**src/rtl/vga_pkg.sv**
```systemverilog
// vga_pkg: shared framebuffer geometry, pattern codes and the pattern-writer state encoding
package vga_pkg;
    localparam int H_PIXELS    = 128;
    localparam int V_PIXELS    = 96;
    localparam int HADDR_W     = 7;
    localparam int VADDR_W     = 7;
    localparam int VRAM_ADDR_W = 14;
    localparam int COLOUR_W    = 3;
    localparam logic [1:0] PAT_SOLID   = 2'd0;
    localparam logic [1:0] PAT_VBARS   = 2'd1;
    localparam logic [1:0] PAT_HBARS   = 2'd2;
    localparam logic [1:0] PAT_CHECKER = 2'd3;
    typedef enum logic [1:0] {ST_IDLE, ST_WAIT_VB, ST_WRITE, ST_DONE} wr_state_t;
endpackage

```
**src/rtl/vram_pattern_writer_if.sv**
```systemverilog
// vram_pattern_writer_if: fill-request handshake plus the VRAM write port of the pattern writer
interface vram_pattern_writer_if;
    import vga_pkg::*;
    logic                   start;
    logic [1:0]             pattern_sel;
    logic [COLOUR_W-1:0]    colour_in;
    logic                   vblank;
    logic                   vram_we;
    logic [VRAM_ADDR_W-1:0] vram_waddr;
    logic [COLOUR_W-1:0]    vram_wdata;
    logic                   busy;
    logic                   done;
    modport master (
        output start, pattern_sel, colour_in, vblank,
        input  vram_we, vram_waddr, vram_wdata, busy, done
    );
    modport slave (
        input  start, pattern_sel, colour_in, vblank,
        output vram_we, vram_waddr, vram_wdata, busy, done
    );
endinterface

```
**src/rtl/vram_pattern_colour.sv**
```systemverilog
// vram_pattern_colour: combinational test-pattern colour for one framebuffer location
module vram_pattern_colour
    import vga_pkg::*;
(
    input  logic [VADDR_W-1:0]  row,
    input  logic [HADDR_W-1:0]  col,
    input  logic [1:0]          pattern,
    input  logic [COLOUR_W-1:0] colour_in,
    output logic [COLOUR_W-1:0] colour
);
    logic odd;
    always_comb begin
        odd = 1'((col ^ row) >> 3);
        colour = colour_in;
        case (pattern)
            PAT_SOLID:   colour = colour_in;
            PAT_VBARS:   colour = 3'(col >> 4);
            PAT_HBARS:   colour = 3'(row >> 4);
            PAT_CHECKER: colour = odd ? ~colour_in : colour_in;
        endcase
    end
endmodule

```
**src/rtl/vram_pattern_writer.sv**
```systemverilog
// vram_pattern_writer: sweeps the visible 128x96 framebuffer once per start, one pattern write per clock
module vram_pattern_writer #(
    parameter int H_PIXELS    = vga_pkg::H_PIXELS,
    parameter int V_PIXELS    = vga_pkg::V_PIXELS,
    parameter bit WAIT_VBLANK = 1'b1
) (
    input logic                  clk,
    input logic                  reset,
    vram_pattern_writer_if.slave bus
);
    import vga_pkg::*;
    wr_state_t           state, state_n;
    logic [VADDR_W-1:0]  row, row_n;
    logic [HADDR_W-1:0]  col, col_n;
    logic [1:0]          pat_q, pat_n;
    logic [COLOUR_W-1:0] base_q, base_n, pix;
    logic                row_end, frame_end;
    assign row_end   = col == HADDR_W'(H_PIXELS - 1);
    assign frame_end = row_end && row == VADDR_W'(V_PIXELS - 1);
    vram_pattern_colour u_colour (
        .row      (row_n),
        .col      (col_n),
        .pattern  (pat_n),
        .colour_in(base_n),
        .colour   (pix)
    );
    // row/col always name the pixel being written in the current WRITE cycle
    always_comb begin
        state_n = state;
        row_n = row;
        col_n = col;
        pat_n = pat_q;
        base_n = base_q;
        case (state)
            ST_IDLE: begin
                if (bus.start) begin
                    state_n = WAIT_VBLANK ? ST_WAIT_VB : ST_WRITE;
                    pat_n = bus.pattern_sel;
                    base_n = bus.colour_in;
                end
            end
            ST_WAIT_VB: state_n = bus.vblank ? ST_WRITE : ST_WAIT_VB;
            ST_WRITE: begin
                state_n = frame_end ? ST_DONE : ST_WRITE;
                col_n = row_end ? '0 : col + 1'b1;
                row_n = frame_end ? '0 : row_end ? row + 1'b1 : row;
            end
            default: state_n = ST_IDLE;
        endcase
    end
    // outputs are registered from next-state values so the first write lands the cycle after acceptance
    always_ff @(posedge clk or posedge reset) begin
        if (reset) begin
            state <= ST_IDLE;
            row <= '0;
            col <= '0;
            pat_q <= '0;
            base_q <= '0;
            bus.vram_we <= 1'b0;
            bus.vram_waddr <= '0;
            bus.vram_wdata <= '0;
            bus.busy <= 1'b0;
            bus.done <= 1'b0;
        end else begin
            state <= state_n;
            row <= row_n;
            col <= col_n;
            pat_q <= pat_n;
            base_q <= base_n;
            bus.vram_we <= state_n == ST_WRITE;
            bus.vram_waddr <= state_n == ST_WRITE ? {row_n, col_n} : '0;
            bus.vram_wdata <= state_n == ST_WRITE ? pix : '0;
            bus.busy <= state_n == ST_WAIT_VB || state_n == ST_WRITE;
            bus.done <= state_n == ST_DONE;
        end
    end
endmodule

```
**src/flat_wrapper.sv**
```systemverilog
// flat-port wrapper written by rule: the top's interface ports become plain ports
module vram_pattern_writer_flat import vga_pkg::*;
#(
    parameter int H_PIXELS    = vga_pkg::H_PIXELS,
    parameter int V_PIXELS    = vga_pkg::V_PIXELS,
    parameter bit WAIT_VBLANK = 1'b1
)
  (clk, reset, bus_start, bus_pattern_sel, bus_colour_in, bus_vblank, bus_vram_we, bus_vram_waddr, bus_vram_wdata, bus_busy, bus_done);
  vram_pattern_writer_if bus_i ();
  input logic clk;
  input logic reset;
  input wire logic [$bits(bus_i.start)-1:0] bus_start;
  input wire logic [$bits(bus_i.pattern_sel)-1:0] bus_pattern_sel;
  input wire logic [$bits(bus_i.colour_in)-1:0] bus_colour_in;
  input wire logic [$bits(bus_i.vblank)-1:0] bus_vblank;
  output wire logic [$bits(bus_i.vram_we)-1:0] bus_vram_we;
  output wire logic [$bits(bus_i.vram_waddr)-1:0] bus_vram_waddr;
  output wire logic [$bits(bus_i.vram_wdata)-1:0] bus_vram_wdata;
  output wire logic [$bits(bus_i.busy)-1:0] bus_busy;
  output wire logic [$bits(bus_i.done)-1:0] bus_done;
  assign bus_i.start = bus_start;
  assign bus_i.pattern_sel = bus_pattern_sel;
  assign bus_i.colour_in = bus_colour_in;
  assign bus_i.vblank = bus_vblank;
  assign bus_vram_we = bus_i.vram_we;
  assign bus_vram_waddr = bus_i.vram_waddr;
  assign bus_vram_wdata = bus_i.vram_wdata;
  assign bus_busy = bus_i.busy;
  assign bus_done = bus_i.done;
  vram_pattern_writer #(.H_PIXELS(H_PIXELS), .V_PIXELS(V_PIXELS), .WAIT_VBLANK(WAIT_VBLANK)) u_core (.clk(clk), .reset(reset), .bus(bus_i));
endmodule
```
**config.mk**
```make
export PLATFORM = sky130hd
export DESIGN_NAME = vram_pattern_writer_flat
export DESIGN_NICKNAME = d
export VERILOG_FILES = /design/src/rtl/vga_pkg.sv /design/src/rtl/vram_pattern_writer_if.sv /design/src/rtl/vram_pattern_colour.sv /design/src/rtl/vram_pattern_writer.sv /design/src/flat_wrapper.sv
export SDC_FILE = /design/constraint.sdc
export NUM_CORES = 1
export LEC_CHECK = 0
export CORE_MARGIN = 2
export CORE_UTILIZATION = 52
export CTS_BUF_LIST = sky130_fd_sc_hd__clkbuf_16
export DETAILED_ROUTE_END_ITERATION = 6
export PLACE_DENSITY = 0.78
export SLEW_MARGIN = 20
export SYNTH_ARGS = -nofsm -noshare
export SYNTH_HDL_FRONTEND = slang
export SYNTH_SLANG_ARGS = --single-unit
```
**constraint.sdc**
```tcl
create_clock -name clk -period 2.3 [get_ports clk]
set_input_delay 0.345 -clock clk [delete_from_list [all_inputs] [get_ports clk]]
set_output_delay 0.345 -clock clk [all_outputs]
set_load 0.05 [all_outputs]
```
# After elaboration in Yosys (flattened, before gate mapping)
# Cells that the tools add are included.
# W data, S select, Z words.
# totals
elab_cells	45
ff_bits	41
# op_classes
eq_ne	10
add_sub_neg	2
bitwise	2
mux	17
reduce_logical	4
# ops
op	count
$mux W7	5
$add A7 B1 Y7 const B	2
$eq A7 B7 Y1 const B	2
$mux W14	1
$mux W3	4
$pmux W3 S4	1
$eq A2 B2 Y1 const B	5
$mux W2	4
$eq A2 B1 Y1 const B	3
$pmux W2 S3	1
$logic_not A2 Y1	2
$xor A4 B4 Y4	1
$not A3 Y3	1
$logic_and A1 B1 Y1	1
$logic_or A1 B1 Y1	1
$mux W1	1

# Logic depth before layout (Yosys ltp)
# Gate-level depths: netlist (run 1).
# depth
depth_word	8
mapped_depth	8
depth_no_buf	8

# Cells and area by module
# From an unflattened synthesis (run 1), not the netlist that was laid out.
# unflattened
cells_unflattened	136
hier_area_um2	1808.0
# by_module_without_submodules
module	seq_area_each_um2	area_each_um2	cells_per_inst	n_inst
vram_pattern_writer	1026.0	1669.1	130	1
vram_pattern_colour	0.0	138.9	6	1

# Least setup slack after synthesis (run 1)
# OpenSTA, ideal clock, no wires.
# synth_path
kind	reg-to-reg
startpoint	reg u_core.col[0]
endpoint	reg u_core.bus.vram_wdata[1]
stages_incl_launch_ff	8
t_arrival_ps	1946
setup_slack_ps	223
period_less_slack_ps	2077
setup_time_ps	131
path_buffers	0
path_cell_list	dfrtp_1 ha_1 nand4_1 or4_4 o211ai_2 xor2_2 nor4b_2 a211oi_2
# synth_via
elab_chain_len	8
word_cells_on_any_way	15
# synth_lines
item	line	source
from (decl)	vram_pattern_writer.sv:14	logic [HADDR_W-1:0] col, col_n;
from (signal assigned)	vram_pattern_writer.sv:67	col <= col_n;
$eq A7 B7 Y1 *	vram_pattern_writer.sv:18	assign row_end = col == HADDR_W'(H_PIXELS - 1);
$mux W7 or $logic_and A1 B1 Y1 (tied branches)	vram_pattern_writer.sv:46, vram_pattern_writer.sv:19	
$mux W7 *	vram_pattern_writer.sv:46	row_n = frame_end ? '0 : row_end ? row + 1'b1 : row;
$mux W7 *	vram_pattern_writer.sv:34	case (state)
named net u_core.row_n[3]	vram_pattern_writer.sv:13	logic [VADDR_W-1:0] row, row_n;
$xor A4 B4 Y4 *	vram_pattern_colour.sv:13	odd = 1'((col ^ row) >> 3);
$mux W3 *	vram_pattern_colour.sv:19	PAT_CHECKER: colour = odd ? ~colour_in : colour_in;
$pmux W3 S4 *	vram_pattern_colour.sv:15	case (pattern)
$mux W3 *	vram_pattern_writer.sv:72	bus.vram_wdata <= state_n == ST_WRITE ? pix : '0;
to (signal assigned)	vram_pattern_writer.sv:72	
to (decl)	vram_pattern_writer_if.sv:19	output vram_we, vram_waddr, vram_wdata, busy, done
# Mark *: on every way through the listed nets, which the timed path passes. The rest lies on a longest branch.

# Worst setup path in the final report (run 1)
# layout_path
startpoint	reg u_core.col[1]
endpoint	reg u_core.bus.vram_wdata[1]
# layout_via
elab_chain_len	8
word_cells_on_any_way	15
# layout_lines
item	line
branches (longest 7 deep; another with $add A7 B1 Y7)	n/a
$mux W3 *	vram_pattern_writer.sv:72
# Mark *: on every way between the ends.

==> results by group, run 1 <==
Timing
  • Fin Clk Skew: 0.00278 ns
  • Count of final hold-check violations: 0
  • Actual slew at the worst max-slew pin: 0.504 ns
  • Fmax achieved: 440 MHz
  • RSZ-0062 raised after global routing: true
  • Fin crit period: 2.27 ns
  • Fin crit share: 0.988
  • Setup Viol. Count Final: 0
  • Slew Limit Fails: 0
  • Relative slew slack: 0.663
  • Worst hold margin: 0.481 ns
  • Setup TNS: 0 ns

Route
  • DRC viols: 0
  • DRT antenna net count: 0
  • Final WL: 3580 um
  • Met3 wire length: 172 um
  • Drt via density: 5.25
  • Met2 WL: 1820 um
  • 1st-pass router iterations: 4
  • M1 WL: 1520 um
  • Drt initial violations: 56
  • Average routed wire per standard cell: 14.8 um
  • Highest Signal Layer: met4
  • Routed via count: 1270

Logic synthesis
  • Cell variety after synth: 37
  • Post-synth ARST share: 1.00
  • Yosys warns: 0
  • Synth area leaders: dfrtp_1 57%, and2_1 3.5%, xnor2_1 3.4%
  • Top cell type's share of synthesized area: 0.572
  • Post-Syn Nets: 161
  • Post-synth top flop: dfrtp_1
  • Number of synthesized flops with an enable pin: 0
  • Synth Register Bits: 41
  • Seq/Total Area, Yosys: 0.572
  • Synth Instances: 148
  • Cell Area, Synth: 1790 um2
  • Synth area leader: dfrtp_1
  • Syn Area/Cell: 12.1 um2

Min path
  • Hold Path Class: input port to asynchronous set/reset pin

Critical path
  • RR Startpoint: u_core.col[1]
  • CP peak stage delay: 0.36 ns
  • Delay-heaviest family, CP: simple AND/OR/NAND/NOR gates
  • Worst EP required: 2.45 ns
  • Crit path max fanout: 5
  • Cell count of the worst reg-to-reg path: 8
  • Reg-to-Reg End: u_core.bus.vram_wdata[1]
  • Startpoint types: register
  • Crit path buf inv count: 1
  • Crit Path Category: register to register
  • R2r setup slk: 0.03 ns
  • Slowest-stage cell, CP: dfrtp_1
  • Worst-path cell chain: ha_2 -> nand4_1 -> buf_4 -> nor4_4 -> mux2i_1 -> a21oi_2 -> nor4b_4 -> a211oi_2
  • Critical path data arrival time: 2.43 ns
  • Worst Setup End Kind: register

Place
  • Port Buf Inserts: 28
  • Global placer's final weighted congestion: 0.778
  • Post-DP HPWL: 2280 um
  • Post-DP Area: 2190 um2

Die
  • IO Pins: 29
  • Initial core utilization: 0.537
  • Chip Width: 62.7 um
  • Die Area: 3930 um2
  • Core area: 3340 um2
  • Cell Rows: 21
  • Die Ht: 62.7 um

Global route
  • Total track usage: 0.199
  • Total gr overflow: 0
  • Largest net degree at the start of global routing: 42
  • Vias in the first global route: 1251
  • Global-route wire length before repair: 5840 um
  • Initial antenna violation count: 0

Layout
  • Layout cells sized above 1: 0.189
  • Fillers: 256
  • Core occupancy in the finished layout: 0.721
  • Cell area after layout: 2400 um2
  • Final nets: 209
  • Syn-to-layout area delta: 34.1%
  • ANT cells: 0

Clock network
  • Worst skew pair latency: 0.28 ns
  • Clock-pin slew of the registers on the worst-case setup and hold paths: 0.05 ns
  • Clock Tree Buf Depth: 2
  • Root Driver: clkbuf_16
  • CTS Sinks: 41
  • CTS tree: done
  • CTS Buf Count: 5
  • Hold buffers post-CTS: 0
  • H-tree levels: 2

Pwr
  • PwrDens: 1170 nW/um2
  • Static Leak: 1.13 nW
  • VDD IR max: 0.816 mV
  • Total power: 2.82 mW

Status
  • Status: finished, final reports clean

Run
  • Max_cap viols: 0
## worst max-delay path by stage
stage                   from                        to  slack (ns)  cells after the start
3_3_place_gp   u_core.col[0]  u_core.bus.vram_wdata[1]        0.10                      7
5_1_grt        u_core.col[1]  u_core.bus.vram_wdata[1]        -0.1                      8
2_1_floorplan  u_core.col[0]  u_core.bus.vram_wdata[1]        0.22                      7
6_report       u_core.col[1]  u_core.bus.vram_wdata[1]        0.03                      8
4_1_cts        u_core.col[0]  u_core.bus.vram_wdata[0]        0.05                      9
3_5_place_dp   u_core.col[0]  u_core.bus.vram_wdata[1]       -0.02                      7
## placed cells by master (no fill, tap or decap), types with 3 or more instances in the layout
cell	netlist	final
mux2_2	5	5
nor2b_1	7	7
and2_1	10	10
nand4_1	4	4
buf_4	0	14
o21ai_0	4	4
clkdlybuf4s50_1	0	28
xnor2_1	7	6
nor2_1	4	4
inv_1	11	12
mux2i_1	6	6
a21oi_1	4	3
dfrtp_1	41	41
clkbuf_16	0	5
nand2_1	9	9
nand2b_1	3	3
## area by class of cell
class | count | area [um2] | area share
Clock buffer | 5 | 125 | 0.0520
Inverter | 11 | 41.3 | 0.0172
Multi-Input combinational cell | 95 | 762 | 0.317
Timing Repair Buffer | 42 | 385 | 0.160
Clock inverter | 2 | 7.51 | 0.00312
Tap cell | 46 | 57.6 | 0.0239
Sequential cell | 41 | 1030 | 0.427
## cells in the mapped netlist (all sizes together) (2+ instances only)
master and instances:
nor3b 2, ha 4, nand2 9, a21o 2
xor2 2, nor3 2, inv 11, and2 10
nor4 2, nand3b 2, dfrtp 41, a21oi 4
mux2 5, o21ai 4, nand3 2, nor2 4
nand2b 3, xnor2 7, nor2b 7, mux2i 6
o221ai 2, nand4 4
## tightest hold or removal path, cell delays in order
cell             delay (ns)
clkdlybuf4s50_1        0.39
inv_1                  0.05
buf_4                  0.42
## metrics by stage
step,setup WS [ns],std cells
CTS,0.0496,239
finish,0.0284,242
global route,-0.0986,242
global placement,0.103,229
floorplan,0.223,148
detailed placement,-0.0199,229
## power by group
group	leakage (nW)	internal [mW]	switching (mW)
logic	0.520	0.480	0.681
clock network	0.0685	0.387	0.252
registers	0.545	0.896	0.119
## sequential cells by signal, summed over array words and instances (netlist names), 2 cells and up
register and count:
u_core.bus.vram_waddr 14, u_core.col 7, u_core.row 7, u_core.base_q 3, u_core.bus.vram_wdata 3, u_core.pat_q 2, u_core.state 2
## cells by family (layout without fill, tap and decap cells)
group                      Yosys count  count (layout)  synth area share
DFF                                 41              41             0.572
buffers and inverters               12              60            0.0251
muxes                               11              11            0.0649
adders and majority gates            4               4            0.0279
AOI/OAI and AO/OA                   19              19            0.0761
and+or+nand+nor                     52              52             0.186
xor gates and xnor gates             9               9            0.0482
## per-layer routing
layer	vias up	track usage
li1	603	-
met1	620	0.252
met2	39	0.320
met3	8	0.0595
met4	0	0.0833
met5	-	0
## timing repair
action / 4_1_cts / 5_1_grt
buffers inserted: 3 / 3
gates resized for setup: 0 / 7
hold endpoints to repair: 0 / 0
pin swaps: 1 / 2
setup endpoints to repair: 1 / 10
Note: power is estimated with default switching activity, not from simulation.
==> run 2, diff against run 1 <==
--- a/config.mk
+++ b/config.mk
@@ -6,10 +6,12 @@
 export NUM_CORES = 1
 export LEC_CHECK = 0
 export CORE_MARGIN = 2
-export CORE_UTILIZATION = 52
+export CORE_UTILIZATION = 55
 export CTS_BUF_LIST = sky130_fd_sc_hd__clkbuf_16
 export DETAILED_ROUTE_END_ITERATION = 6
-export PLACE_DENSITY = 0.78
+export DONT_BUFFER_PORTS = 1
+export GPL_TIMING_DRIVEN = 0
+export PLACE_DENSITY = 0.7
 export SLEW_MARGIN = 20
 export SYNTH_ARGS = -nofsm -noshare
 export SYNTH_HDL_FRONTEND = slang
==> results by group, run 2 (synthesized netlist as in run 1, its figures left out) <==
Layout
  • Most frequent cells in the layout: 41 x dfrtp_1, 11 x inv_1, 10 x and2_1
  • Largest register FFs: 14
  • Biggest register: u_core.bus.vram_waddr
  • Syn-to-layout area delta: 15.4%
  • Final nets: 172
  • ANT cells: 0
  • Layout cells sized above 1: 0.188
  • Core occupancy in the finished layout: 0.672
  • Leading cell type in the layout, fill and taps excluded: dfrtp_1
  • Top Registers: u_core.bus.vram_waddr (14), u_core.col (7), u_core.row (7)

Critical path
  • Critical path data arrival time: 2.36 ns
  • CP peak stage delay: 0.48 ns
  • Crit path max fanout: 8
  • Worst Setup End Kind: register
  • Crit Path Category: register to register
  • Slowest-stage cell, CP: or4_4
  • Startpoint types: register
  • RR Startpoint: u_core.col[1]
  • Crit path buf inv count: 1
  • Worst EP required: 2.45 ns
  • Delay-heaviest family, CP: simple AND/OR/NAND/NOR gates
  • Critical Path Start: u_core.col[1]
  • Worst-path cell chain: ha_2 -> nand4_1 -> buf_4 -> or4_4 -> o211ai_2 -> xor2_2 -> nor4b_4 -> a211oi_2

Pwr
  • Net Sw Frac: 0.389
  • Sequential Power Share: 0.489
  • Switching Power: 1.02 mW
  • Total power: 2.62 mW
  • PwrDens: 1270 nW/um2
  • VDD IR max: 0.840 mV
  • Logic pwr share: 0.263
  • Internal Pwr Total: 1.60 mW
  • Static Leak: 0.976 nW
  • Clock share of power: 0.247

Place
  • Port Buf Inserts: 0
  • Global placer's final weighted congestion: 0.754
  • Pre-CTS setup slack: -0.156 ns
  • Post-DP HPWL: 2210 um

Route
  • Routed via count: 1145
  • Final WL: 3290 um
  • DRT antenna net count: 0
  • Average routed wire per standard cell: 16.1 um
  • Drt initial violations: 18
  • Drt via density: 5.61
  • 1st-pass router iterations: 4
  • DRC viols: 0

Status
  • Status: finished, final reports clean

Die
  • Chip Width: 61.1 um
  • IO Pins: 29
  • Die Ht: 61.1 um
  • Initial core utilization: 0.583
  • Core area: 3080 um2
  • Cell Rows: 20
  • Die Area: 3730 um2

Timing
  • Final worst slack: 0.0932 ns
  • Slew Limit Fails: 0
  • Actual slew at the worst max-slew pin: 0.460 ns
  • Count of final hold-check violations: 0
  • Fin Clk Skew: 0.00663 ns
  • Relative slew slack: 0.694
  • Setup TNS: 0 ns
  • Setup Viol. Count Final: 0
  • Fin crit period: 2.21 ns
  • Fin crit share: 0.959
  • Fmax achieved: 453 MHz

Global route
  • Total track usage: 0.208
  • Vias in the first global route: 1213
  • Total gr overflow: 0
  • Initial antenna violation count: 0
  • Global-route wire length before repair: 5610 um
  • Largest net degree at the start of global routing: 35

Clock network
  • Worst skew pair latency: 0.28 ns
  • Clock Tree Buf Depth: 2
  • H-tree levels: 2
  • Clock-pin slew of the registers on the worst-case setup and hold paths: 0.05 ns
  • CTS tree: done
  • CTS Buf Count: 5
  • Root Driver: clkbuf_16
  • CTS Sinks: 41

Min path
  • Hold Path Class: input port to register
  • Hold path startpoint: bus_colour_in[0]

Run
  • Max_cap viols: 0
[run 2: cell type report]
| class | instances | area, um2 |
|---|---|---|
| clock buffers | 5 | 125 |
| clock inverters | 3 | 13.8 |
| fillers | 245 | 1010 |
| inverters | 11 | 41.3 |
| multi-input cells | 95 | 756 |
| flip-flops and latches | 41 | 1030 |
| well taps | 44 | 55.1 |
| repair buffers | 5 | 52.6 |
[run 2: path summary, 6_finish.rpt]
path	slack, ns	cells after the start	endpoint
worst max-delay path	0.09	8	u_core.bus.vram_wdata[1]
worst min-delay path	0.28	2	u_core.base_q[0]
worst max register to register	0.09	8	u_core.bus.vram_wdata[1]
worst min register to register	0.54	2	u_core.base_q[0]
max in group asynchronous	1.46	3	u_core.col[6]
min in group asynchronous	0.42	2	u_core.bus.vram_wdata[1]
[run 2: power by group through the flow]
| stage | logic [mW] | clock network, mW | registers [mW] |
|---|---|---|---|
| 2_1_floorplan | 0.522 | 0 | 1.25 |
| 3_3_place_gp | 0.620 | 0 | 1.28 |
| 3_5_place_dp | 0.645 | 0 | 1.28 |
| 4_1_cts | 0.650 | 0.663 | 1.28 |
| 5_1_grt | 0.775 | 0.697 | 1.30 |
| 6_report | 0.689 | 0.648 | 1.28 |
[run 2: worst reg2reg max path: stages, from the launching register on]
cell      delay [ns]
dfrtp_1         0.38
ha_2            0.23
nand4_1         0.09
buf_4           0.18
or4_4           0.48
o211ai_2        0.14
xor2_2          0.27
nor4b_4         0.25
a211oi_2        0.07
[run 2: through the flow]
| stage | instances | instance area, um2 | hold slack, ns |
|---|---|---|---|
| 3_5_place_dp | 193 | 1870 | 0.147 |
| 4_1_cts | 202 | 2030 | 0.288 |
| 6_report | 204 | 2070 | 0.283 |
| 2_1_floorplan | 148 | 1790 | 0.478 |
| 3_3_place_gp | 192 | 1850 | 0.534 |
| 5_1_grt | 204 | 2070 | 0.305 |
[run 2: timing repair]
action / 4_1_cts / 5_1_grt
setup endpoints to repair: 11 / 17
hold endpoints to repair: 7 / 0
hold buffers: 1 / 0
buffers inserted: 1 / 2
pin swaps: 1 / 2
resized for setup: 2 / 5
[run 2: per-layer routing]
| metal | share of wire | up-vias | track usage |
|---|---|---|---|
| met5 | 0 | - | 0 |
| met4 | 0.019 | 0 | 0.0839 |
| met3 | 0.053 | 9 | 0.0630 |
| met2 | 0.49 | 34 | 0.336 |
| met1 | 0.43 | 568 | 0.263 |
| li1 | - | 534 | - |
==> run 3, diff against run 2 <==
--- a/config.mk
+++ b/config.mk
@@ -11,6 +11,7 @@
 export DETAILED_ROUTE_END_ITERATION = 6
 export DONT_BUFFER_PORTS = 1
 export GPL_TIMING_DRIVEN = 0
+export MAX_ROUTING_LAYER = met4
 export PLACE_DENSITY = 0.7
 export SLEW_MARGIN = 20
 export SYNTH_ARGS = -nofsm -noshare
==> results by group, run 3 (synthesized netlist as in run 1, its figures left out) <==
Status
  • Status: finished, final reports clean

Clock network
  • Clock-pin slew of the registers on the worst-case setup and hold paths: 0.05 ns
  • H-tree levels: 2
  • CTS tree: done
  • Root Driver: clkbuf_16
  • CTS Sinks: 41
  • Clock Tree Buf Depth: 2
  • CTS Buf Count: 5
  • Worst skew pair latency: 0.28 ns

Layout
  • Largest register FFs: 14
  • Top Registers: u_core.bus.vram_waddr (14), u_core.col (7), u_core.row (7)
  • Leading cell type in the layout, fill and taps excluded: dfrtp_1
  • Final nets: 172
  • Biggest register: u_core.bus.vram_waddr
  • Fillers: 245
  • Non-filler cells in the finished layout: 204
  • Layout cells sized above 1: 0.188
  • Syn-to-layout area delta: 15.4%
  • Most frequent cells in the layout: 41 x dfrtp_1, 11 x inv_1, 10 x and2_1
  • ANT cells: 0

Die
  • Core area: 3080 um2
  • Chip Width: 61.1 um
  • Die Ht: 61.1 um
  • Cell Rows: 20
  • IO Pins: 29
  • Die Area: 3730 um2
  • Initial core utilization: 0.583

Timing
  • Setup Viol. Count Final: 0
  • Fin Clk Skew: 0.00575 ns
  • Final worst slack: 0.0936 ns
  • Fin crit period: 2.21 ns
  • Worst hold margin: 0.284 ns
  • Count of final hold-check violations: 0
  • Fin crit share: 0.959
  • Fmax achieved: 453 MHz
  • Relative slew slack: 0.693
  • Actual slew at the worst max-slew pin: 0.460 ns
  • Slew Limit Fails: 0

Route
  • Met2 WL: 1620 um
  • Routed via count: 1135
  • Final WL: 3280 um
  • Drt initial violations: 37
  • Met3 wire length: 171 um
  • Drt via density: 5.56
  • DRC viols: 0
  • Highest Signal Layer: met4
  • M1 WL: 1420 um
  • Average routed wire per standard cell: 16.1 um
  • 1st-pass router iterations: 4
  • DRT antenna net count: 0

Place
  • Pre-CTS setup slack: -0.156 ns
  • Global placer's final weighted congestion: 0.763
  • Port Buf Inserts: 0
  • Post-Place Cells: 193
  • Post-DP HPWL: 2210 um

Global route
  • Total track usage: 0.214
  • Vias in the first global route: 1213
  • Total gr overflow: 0
  • Global-route wire length before repair: 5600 um
  • Initial antenna violation count: 0
  • Largest net degree at the start of global routing: 35

Critical path
  • Worst-path cell chain: ha_2 -> nand4_1 -> buf_4 -> or4_4 -> o211ai_2 -> xor2_2 -> nor4b_4 -> a211oi_2
  • Worst Setup End Kind: register
  • Slowest-stage cell, CP: or4_4
  • Startpoint types: register
  • Crit Path Category: register to register
  • Critical path data arrival time: 2.36 ns
  • Delay-heaviest family, CP: simple AND/OR/NAND/NOR gates
  • R2r setup slk: 0.09 ns
  • CP peak stage delay: 0.48 ns
  • Crit path buf inv count: 1
  • Worst EP required: 2.45 ns
  • Crit path max fanout: 8

Pwr
  • Static Leak: 0.976 nW
  • VDD IR max: 0.837 mV
  • Total power: 2.62 mW
  • PwrDens: 1260 nW/um2

Run
  • Max_cap viols: 0

Min path
  • Hold Path Class: input port to register
-- run 3: cell counts in the layout (fill, tap and decap cells not counted) --
No cell type changed its count.
-- run 3: path summary, 6_finish.rpt --
path | to | startpoint | cells after the start
worst min-delay path | u_core.base_q[0] | bus_colour_in[0] | 2
min in group asynchronous | u_core.bus.vram_wdata[1] | reset | 2
max in group asynchronous | u_core.col[6] | reset | 3
worst max register to register | u_core.bus.vram_wdata[1] | u_core.col[1] | 8
worst min register to register | u_core.base_q[0] | u_core.base_q[0] | 2
worst max-delay path | u_core.bus.vram_wdata[1] | u_core.col[1] | 8
-- run 3: cell type report --
class | instances | area (um2) | share of cell area
Inverter | 11 | 41.3 | 0.0200
Sequential cell | 41 | 1030 | 0.496
Clock inverter | 3 | 13.8 | 0.00665
Tap cell | 44 | 55.1 | 0.0266
Clock buffer | 5 | 125 | 0.0605
Multi-Input combinational cell | 95 | 756 | 0.365
Timing Repair Buffer | 5 | 52.6 | 0.0254
-- run 3: power breakdown --
group	total, mW	internal [mW]	switching, mW
Clock	0.647	0.393	0.254
Sequential	1.28	0.893	0.389
Combinational	0.688	0.313	0.375
Total	2.62	1.60	1.02
-- run 3: repair_timing --
item / 4_1_cts / 5_1_grt
gates resized for setup: 2 / 5
pin swaps: 1 / 2
buffers inserted: 1 / 2
hold endpoints to repair: 7 / 0
hold buffers: 1 / 0
endpoints found under the setup margin: 11 / 17
-- run 3: through the flow --
| step | utilization | instance area, um2 | setup TNS [ns] |
|---|---|---|---|
| after global placement | 0.600 | 1850 | -0.720 |
| final | 0.672 | 2070 | 0 |
| after global routing | 0.672 | 2070 | -0.00351 |
| after CTS | 0.659 | 2030 | 0 |
| after detailed placement | 0.607 | 1870 | -1.60 |
| after floorplan | - | 1790 | 0 |
-- run 3: layer usage --
metal	GRT usage	up-vias
met5	-	-
met4	0.0839	0
met3	0.0630	9
met2	0.337	33
met1	0.260	562
li1	-	531
